[src/rtl/acc_c_responder.sv]
// acc_c_responder: C-interface accelerator responder.
// Requests are buffered in a Depth-entry FIFO; only the head is issued to the
// execution unit, one operation at a time, and its result is returned on the
// response channel in request order.  An operation whose destination register
// (instr_data[11:7]) is x0 completes without a response.
// Optional feature: define ACC_C_RESPONDER_TIMEOUT_EN to build in a watchdog
// that aborts a stuck operation after TimeoutCycles cycles in WAIT.

package acc_pkg;

    localparam int unsigned NumRs       = 3;
    localparam int unsigned HartIdWidth = 5;

    typedef struct packed {
        logic [31:0]                addr;
        logic [NumRs-1:0][31:0]     rs;
        logic [31:0]                instr_data;
        logic [HartIdWidth-1:0]     hart_id;
    } acc_c_req_chan_t;

    typedef struct packed {
        acc_c_req_chan_t q;
        logic            q_valid;
        logic            p_ready;
    } acc_c_req_t;

    typedef struct packed {
        logic [31:0]            data;
        logic                   error;
        logic [4:0]             rd;
        logic [HartIdWidth-1:0] hart_id;
        logic                   dualwb;
    } acc_c_rsp_chan_t;

    typedef struct packed {
        acc_c_rsp_chan_t p;
        logic            p_valid;
        logic            q_ready;
    } acc_c_rsp_t;

endpackage

module acc_c_responder #(
    parameter int unsigned Depth         = 2,
    parameter int unsigned TimeoutCycles = 255
) (
    input  logic                                clk_i,
    input  logic                                rst_i,
    input  acc_pkg::acc_c_req_t                 acc_c_req_i,
    output acc_pkg::acc_c_rsp_t                 acc_c_rsp_o,
    output logic                                ex_valid_o,
    input  logic                                ex_ready_i,
    output logic [31:0]                         ex_instr_o,
    output logic [acc_pkg::NumRs-1:0][31:0]     ex_rs_o,
    input  logic                                ex_result_valid_i,
    input  logic [31:0]                         ex_result_i,
    input  logic                                ex_error_i,
    output logic                                ex_flush_o
);

    // Elaboration-time guard on the parameter ranges.
    if (Depth < 1 || TimeoutCycles < 1 || TimeoutCycles > 65535) begin : g_param_check
        $error("acc_c_responder: Depth must be >= 1 and TimeoutCycles in 1..65535");
    end

    // Pointer width stays at least one bit so Depth = 1 still elaborates.
    localparam int unsigned PtrW = (Depth > 1) ? $clog2(Depth) : 1;
    localparam int unsigned CntW = $clog2(Depth + 1);

    localparam logic [CntW-1:0] DepthCnt = CntW'(Depth);
    localparam logic [CntW-1:0] ZeroCnt  = {CntW{1'b0}};
    localparam logic [PtrW-1:0] LastPtr  = PtrW'(Depth - 1);
    localparam logic [PtrW-1:0] ZeroPtr  = {PtrW{1'b0}};

    typedef enum logic [1:0] {
        ST_IDLE  = 2'd0,
        ST_ISSUE = 2'd1,
        ST_WAIT  = 2'd2,
        ST_RESP  = 2'd3
    } state_e;

    // Pointer increment with explicit wrap so non-power-of-two depths work.
    function automatic logic [PtrW-1:0] next_ptr(input logic [PtrW-1:0] ptr);
        logic [PtrW-1:0] nxt;
        if (ptr == LastPtr) begin
            nxt = ZeroPtr;
        end else begin
            nxt = ptr + {{(PtrW-1){1'b0}}, 1'b1};
        end
        return nxt;
    endfunction

    // ------------------------------------------------------------------
    // Request FIFO
    // ------------------------------------------------------------------
    acc_pkg::acc_c_req_chan_t fifo_mem_r [Depth];
    logic [PtrW-1:0]          wr_ptr_r;
    logic [PtrW-1:0]          rd_ptr_r;
    logic [CntW-1:0]          count_r;
    logic [CntW-1:0]          count_next_s;
    logic                     q_ready_r;
    logic                     push_s;
    logic                     pop_s;
    logic                     empty_s;

    logic [31:0]                       head_instr_s;
    logic [acc_pkg::NumRs-1:0][31:0]   head_rs_s;
    logic [acc_pkg::HartIdWidth-1:0]   head_hart_s;
    logic [4:0]                        head_rd_s;

    // The push qualifier is the registered q_ready, which reflects the fill
    // level before any same-cycle pop, so a full FIFO never takes a request.
    assign push_s  = acc_c_req_i.q_valid & q_ready_r;
    assign empty_s = (count_r == ZeroCnt);

    assign head_instr_s = fifo_mem_r[rd_ptr_r].instr_data;
    assign head_rs_s    = fifo_mem_r[rd_ptr_r].rs;
    assign head_hart_s  = fifo_mem_r[rd_ptr_r].hart_id;
    assign head_rd_s    = head_instr_s[11:7];

    // Next fill level from the push/pop pair.
    always_comb begin
        count_next_s = count_r;
        case ({push_s, pop_s})
            2'b10:   count_next_s = count_r + {{(CntW-1){1'b0}}, 1'b1};
            2'b01:   count_next_s = count_r - {{(CntW-1){1'b0}}, 1'b1};
            default: count_next_s = count_r;
        endcase
    end

    // FIFO storage; contents need no reset because count_r gates their use.
    always_ff @(posedge clk_i) begin
        if (push_s) begin
            fifo_mem_r[wr_ptr_r] <= acc_c_req_i.q;
        end
    end

    // FIFO pointers, fill level and registered q_ready.
    always_ff @(posedge clk_i or posedge rst_i) begin
        if (rst_i) begin
            wr_ptr_r  <= ZeroPtr;
            rd_ptr_r  <= ZeroPtr;
            count_r   <= ZeroCnt;
            q_ready_r <= 1'b0;
        end else begin
            if (push_s) begin
                wr_ptr_r <= next_ptr(wr_ptr_r);
            end
            if (pop_s) begin
                rd_ptr_r <= next_ptr(rd_ptr_r);
            end
            count_r   <= count_next_s;
            q_ready_r <= (count_next_s != DepthCnt);
        end
    end

    // ------------------------------------------------------------------
    // Operation sequencer
    // ------------------------------------------------------------------
    state_e                            state_r;
    logic                              ex_valid_r;
    logic [31:0]                       ex_instr_r;
    logic [acc_pkg::NumRs-1:0][31:0]   ex_rs_r;
    logic                              p_valid_r;
    logic [31:0]                       p_data_r;
    logic                              p_error_r;
    logic [4:0]                        p_rd_r;
    logic [acc_pkg::HartIdWidth-1:0]   p_hart_r;

`ifdef ACC_C_RESPONDER_TIMEOUT_EN
    localparam logic [15:0] TimerLast = 16'(TimeoutCycles - 1);
    logic [15:0] timer_r;
    logic        flush_r;
`endif

    // The head leaves the FIFO when its response is taken, or when an x0
    // result completes silently.
    always_comb begin
        pop_s = 1'b0;
        case (state_r)
            ST_WAIT: pop_s = ex_result_valid_i & (head_rd_s == 5'd0);
            ST_RESP: pop_s = acc_c_req_i.p_ready;
            default: pop_s = 1'b0;
        endcase
    end

    // FSM with registered execution-side and response-side outputs.
    always_ff @(posedge clk_i or posedge rst_i) begin
        if (rst_i) begin
            state_r    <= ST_IDLE;
            ex_valid_r <= 1'b0;
            ex_instr_r <= 32'd0;
            ex_rs_r    <= {(acc_pkg::NumRs*32){1'b0}};
            p_valid_r  <= 1'b0;
            p_data_r   <= 32'd0;
            p_error_r  <= 1'b0;
            p_rd_r     <= 5'd0;
            p_hart_r   <= {acc_pkg::HartIdWidth{1'b0}};
`ifdef ACC_C_RESPONDER_TIMEOUT_EN
            timer_r    <= 16'd0;
            flush_r    <= 1'b0;
`endif
        end else begin
`ifdef ACC_C_RESPONDER_TIMEOUT_EN
            flush_r <= 1'b0;
`endif
            case (state_r)
                ST_IDLE: begin
                    if (!empty_s) begin
                        state_r    <= ST_ISSUE;
                        ex_valid_r <= 1'b1;
                        ex_instr_r <= head_instr_s;
                        ex_rs_r    <= head_rs_s;
                    end else begin
                        state_r    <= ST_IDLE;
                    end
                end
                ST_ISSUE: begin
                    if (ex_ready_i) begin
                        state_r    <= ST_WAIT;
                        ex_valid_r <= 1'b0;
                        ex_instr_r <= 32'd0;
                        ex_rs_r    <= {(acc_pkg::NumRs*32){1'b0}};
`ifdef ACC_C_RESPONDER_TIMEOUT_EN
                        timer_r    <= 16'd0;
`endif
                    end else begin
                        state_r    <= ST_ISSUE;
                    end
                end
                ST_WAIT: begin
                    // A result arriving on the timeout cycle takes priority.
                    if (ex_result_valid_i) begin
                        if (head_rd_s == 5'd0) begin
                            state_r   <= ST_IDLE;
                        end else begin
                            state_r   <= ST_RESP;
                            p_valid_r <= 1'b1;
                            p_data_r  <= ex_result_i;
                            p_error_r <= ex_error_i;
                            p_rd_r    <= head_rd_s;
                            p_hart_r  <= head_hart_s;
                        end
                    end
`ifdef ACC_C_RESPONDER_TIMEOUT_EN
                    else if (timer_r == TimerLast) begin
                        state_r   <= ST_RESP;
                        p_valid_r <= 1'b1;
                        p_data_r  <= 32'd0;
                        p_error_r <= 1'b1;
                        p_rd_r    <= head_rd_s;
                        p_hart_r  <= head_hart_s;
                        flush_r   <= 1'b1;
                    end else begin
                        timer_r   <= timer_r + 16'd1;
                    end
`else
                    else begin
                        state_r   <= ST_WAIT;
                    end
`endif
                end
                ST_RESP: begin
                    if (acc_c_req_i.p_ready) begin
                        state_r   <= ST_IDLE;
                        p_valid_r <= 1'b0;
                        p_data_r  <= 32'd0;
                        p_error_r <= 1'b0;
                        p_rd_r    <= 5'd0;
                        p_hart_r  <= {acc_pkg::HartIdWidth{1'b0}};
                    end else begin
                        state_r   <= ST_RESP;
                    end
                end
                default: begin
                    state_r    <= ST_IDLE;
                    ex_valid_r <= 1'b0;
                    p_valid_r  <= 1'b0;
                end
            endcase
        end
    end

    // Output assembly from registered state only.
    always_comb begin
        acc_c_rsp_o           = {$bits(acc_pkg::acc_c_rsp_t){1'b0}};
        acc_c_rsp_o.p.data    = p_data_r;
        acc_c_rsp_o.p.error   = p_error_r;
        acc_c_rsp_o.p.rd      = p_rd_r;
        acc_c_rsp_o.p.hart_id = p_hart_r;
        acc_c_rsp_o.p.dualwb  = 1'b0;
        acc_c_rsp_o.p_valid   = p_valid_r;
        acc_c_rsp_o.q_ready   = q_ready_r;
    end

    assign ex_valid_o = ex_valid_r;
    assign ex_instr_o = ex_instr_r;
    assign ex_rs_o    = ex_rs_r;

`ifdef ACC_C_RESPONDER_TIMEOUT_EN
    assign ex_flush_o = flush_r;
`else
    assign ex_flush_o = 1'b0;
`endif

endmodule

[config.mk]
export PLATFORM = sky130hd
export DESIGN_NAME = acc_c_responder
export DESIGN_NICKNAME = d
export VERILOG_FILES = /design/src/rtl/acc_c_responder.sv
export SDC_FILE = /design/constraint.sdc
export NUM_CORES = 1
export LEC_CHECK = 0
export CAP_MARGIN = 20
export CORE_AREA = 2 2 218 220
export CTS_CLUSTER_DIAMETER = 80
export DETAILED_ROUTE_END_ITERATION = 8
export DIE_AREA = 0 0 220 222
export HOLD_SLACK_MARGIN = 0.06
export PLACE_DENSITY = 0.6
export SYNTH_ARGS = -nofsm -noshare
export SYNTH_HDL_FRONTEND = slang
export SYNTH_SLANG_ARGS = --single-unit
[constraint.sdc]
create_clock -name clk_i -period 8 [get_ports clk_i]
set_clock_uncertainty 0.2 [all_clocks]
set_input_delay 0.8 -clock clk_i [delete_from_list [all_inputs] [get_ports clk_i]]
set_output_delay 0.8 -clock clk_i [all_outputs]
set_load 0.02 [all_outputs]
==> parameters.txt <==
Parameter                              Value

Run status
  Outcome ... finished, final reports clean

Power
  PD cells ... 395 nW/um^2
  P_leak ... 8.61 nW
  Maximum vdd ir drop ... 223 uV

Setup path
  Startpoint of the worst-slack reg-to-reg timing path ... rd_ptr_r
  Classification of the worst setup path ... reg2reg
  Element type at the critical path end ... register
  CP required ... 8.30 ns
  Worst Path Max Fanout ... 46
  Worst setup SP type ... register
  Worst EP arrival ... around 4.0 ns
  Slack of the worst reg-to-reg path ... 4.34 ns
  Reg2reg end ... p_data_r[12]
  Worst r2r path cells ... 6

Die
  Die Y ... 222 um
  Floorplan row count ... between 70 and 80
  Die span in x ... 220 um
  Boundary Pins ... 380
  Area of the die ... 48800 um^2
  Initial core utilization ... 34.9%
  Core region area ... 46300 um^2

Global routing
  Initial antenna violation count ... 2
  Total track usage ... 15.8%
  Vias in the first global route ... 9805
  Leftover overflow at the end of global routing ... 0
  Largest net degree at the start of global routing ... 121
  Wire length of the first global-routing pass ... about 59000 um

STA
  Final period util ... 45.7%
  Minimum clock period after layout ... 3.66 ns
  Max-slew headroom ... 34.2%
  Number of endpoints failing setup at the final stage ... 0
  Slew @ Worst Pin ... between 0.9 and 1 ns
  Fmax ... 0.273 GHz
  Final Hold Viols ... 0
  Total negative setup slack ... 0 ns
  Final worst setup slack ... 4.34 ns
  Total count of max-transition violations in the final report ... 0
  RSZ-0062 raised after global routing ... no

Clock network
  Clock transition at the register clock pins on the worst setup and hold paths after CTS ... around 0.06 ns
  Later-pin clock latency in the skew report ... 0.56 ns
  Buffer type at the clock tree root ... sky130_fd_sc_hd__clkbuf_16
  Clock tree from TritonCTS ... built
  Number of buffers inserted during clock tree synthesis ... 47
  Resized cells post-CTS ... 0
  Buffer depth of the longest clock path ... 3
  Hold-fix buffer count after cts ... 0
  Number of buffers inserted to repair setup after CTS ... 0
  Clock H-tree levels ... 2
  TritonCTS sink count ... approximately 450

Job
  Max Cap Violations ... 0

Place
  Dpl cells ... 1809
  Final HPWL from detailed placement ... 22900 um
  Post-placement cell area ... 20200 um^2
  Gpl congestion ... 0.713
  Port bufs ... 345
  Post-placement worst setup slack ... 4.23 ns

Final layout
  Fraction of final layout cells sized beyond drive strength 1 ... 7.21%
  Final design area excluding fillers ... 21600 um^2
  Combined flip-flop and latch cell area ... 12500 um^2
  Filler cells ... 4071
  Final non-filler cell total ... 1898
  Area of combinational cells with multiple inputs ... 3330 um^2
  Total Nets Final ... 1456
  Most common cell after layout, fill and taps aside ... sky130_fd_sc_hd__clkdlybuf4s50_1
  Most frequent cells in the layout ... sky130_fd_sc_hd__clkdlybuf4s50_1 (345), sky130_fd_sc_hd__edfxtp_1 (266), sky130_fd_sc_hd__dfrtp_1 (179)
  Synthesis-to-finish area growth ... 34.0%

Routing
  Final wirelength ... 38700 um
  First-pass iteration count of the detailed router ... 4
  DRT antenna net count ... 0
  Post-detailed-route via-to-cell ratio ... a little under 5
  Routed len/inst ... 20.4 um
  Residual DRC ... 0
  Initial drt markers ... 490
  Vias ... around 9200

Hold path
  Worst hold path type ... reg2reg
  Hold endpoint ... ex_rs_o[76]
  Worst hold start ... ex_rs_o[76]
  Cell count of the worst hold path ... 1

Synthesis
  Synthesized instance count ... between 900 and 1000
  Library cell with the largest summed area after synthesis ... sky130_fd_sc_hd__edfxtp_1
  Register bit total from synthesis ... 446
  Post-synthesis average cell area ... 17.8 um^2
  Number of warnings reported in the yosys synthesis log ... 0
  Largest cells by area after synthesis ... sky130_fd_sc_hd__edfxtp_1 (49%), sky130_fd_sc_hd__dfrtp_1 (28%), sky130_fd_sc_hd__mux2i_1 (8.3%)
  Number of distinct library cells after synthesis ... 32
  Fraction of the yosys area taken by sequential cells ... 77.3%
  Fraction of post-synthesis cell area in the top cell type by area ... 49.5%
  Post-synthesis cell area ... 16200 um^2
[cells by family after synthesis]
| kind of cell | count (synthesis) | share of synthesized area (%) |
|---|---|---|
| AOI/OAI and AO/OA | 178 | 9.33 |
| muxes | 134 | 8.30 |
| and+or+nand+nor | 75 | 2.39 |
| other | 1 | 0.0232 |
| buffers and inverters | 67 | 2.25 |
| xor gates and xnor gates | 5 | 0.271 |
| DFF | 446 | 77.3 |
| adders and majority gates | 1 | 0.0775 |
[Yosys cell counts (all sizes together)]
cell	count
o221a	1
nor2b	2
a22o	33
nand2	8
ha	1
and3	2
nor3b	1
inv	3
xnor2	2
edfxtp	266
nor4	1
clkbuf	18
conb	1
o21ai	2
nor2	3
a21o	54
mux2i	134
nand3	2
and2	1
nor3	54
o22ai	1
dfrtp	180
xor2	3
o221ai	1
nor4b	1
o2bb2ai	85
o21a	1
buf	46
[area by class of cell]
type | count | share of cell area, %
Sequential cell | 446 | 57.7
Timing Repair Buffer | 358 | 16.4
Multi-Input combinational cell | 395 | 15.4
Clock buffer | 75 | 6.53
Tap cell | 607 | 3.51
Clock inverter | 12 | 0.295
Inverter | 3 | 0.0867
Antenna cell | 2 | 0.0231
[stage by stage]
stage,hold slack (ns),utilization (%),power (mW)
3_3_place_gp,0.259,43.6,6.54
6_report,0.275,46.8,8.55
4_1_cts,0.278,46.8,8.70
3_5_place_dp,0.265,43.6,6.59
5_1_grt,0.293,46.8,9.01
2_1_floorplan,0.250,-,5.33
[critical path, cell delays in order (launching register included)]
cell                      delay [ns]
sky130_fd_sc_hd__dfrtp_4        0.98
sky130_fd_sc_hd__buf_4          0.77
sky130_fd_sc_hd__nor4_1         0.22
sky130_fd_sc_hd__o22ai_2        0.31
sky130_fd_sc_hd__and3_1         0.69
sky130_fd_sc_hd__buf_8          0.25
sky130_fd_sc_hd__a22o_1         0.15
[layer usage]
layer | part of all wire (%) | vias to the layer above | track usage (%)
met3 | 8.2 | 50 | 5.75
met1 | 42 | 4634 | 19.5
met2 | 49 | 250 | 26.2
met5 | 0.049 | - | 0
li1 | - | 4221 | -
met4 | 1.6 | 2 | 3.92
[report_power, final]
group	internal (mW)	leakage [nW]	total [mW]	switching (mW)
combinational	1.29	3.11	2.98	1.68
sequential	3.17	4.78	3.50	0.338
clock	1.21	0.727	2.07	0.861
[sequential cells by signal, indices dropped and copies added (netlist names)]
signal,count
p_rd_r,5
ex_rs_o,96
state_r,2
p_error_r,1
fifo_mem_r,266
p_hart_r,5
wr_ptr_r,1
p_valid_r,1
q_ready_r,1
rd_ptr_r,1
p_data_r,32
ex_instr_o,32
ex_valid_o,1
count_r,2
[how the worst max path moves through the flow]
stage,from,end,slack [ns],cells past startpoint
6_report,rd_ptr_r,p_data_r[12],4.34,6
5_1_grt,rd_ptr_r,p_data_r[10],4.07,6
4_1_cts,rd_ptr_r,p_data_r[8],4.21,6
3_5_place_dp,rd_ptr_r,p_data_r[8],4.23,6
3_3_place_gp,rd_ptr_r,p_data_r[13],3.99,5
2_1_floorplan,acc_c_req_i[1],fifo_mem_r[0][0],0.75,2
No activity file was read; power rests on OpenSTA's default activity.
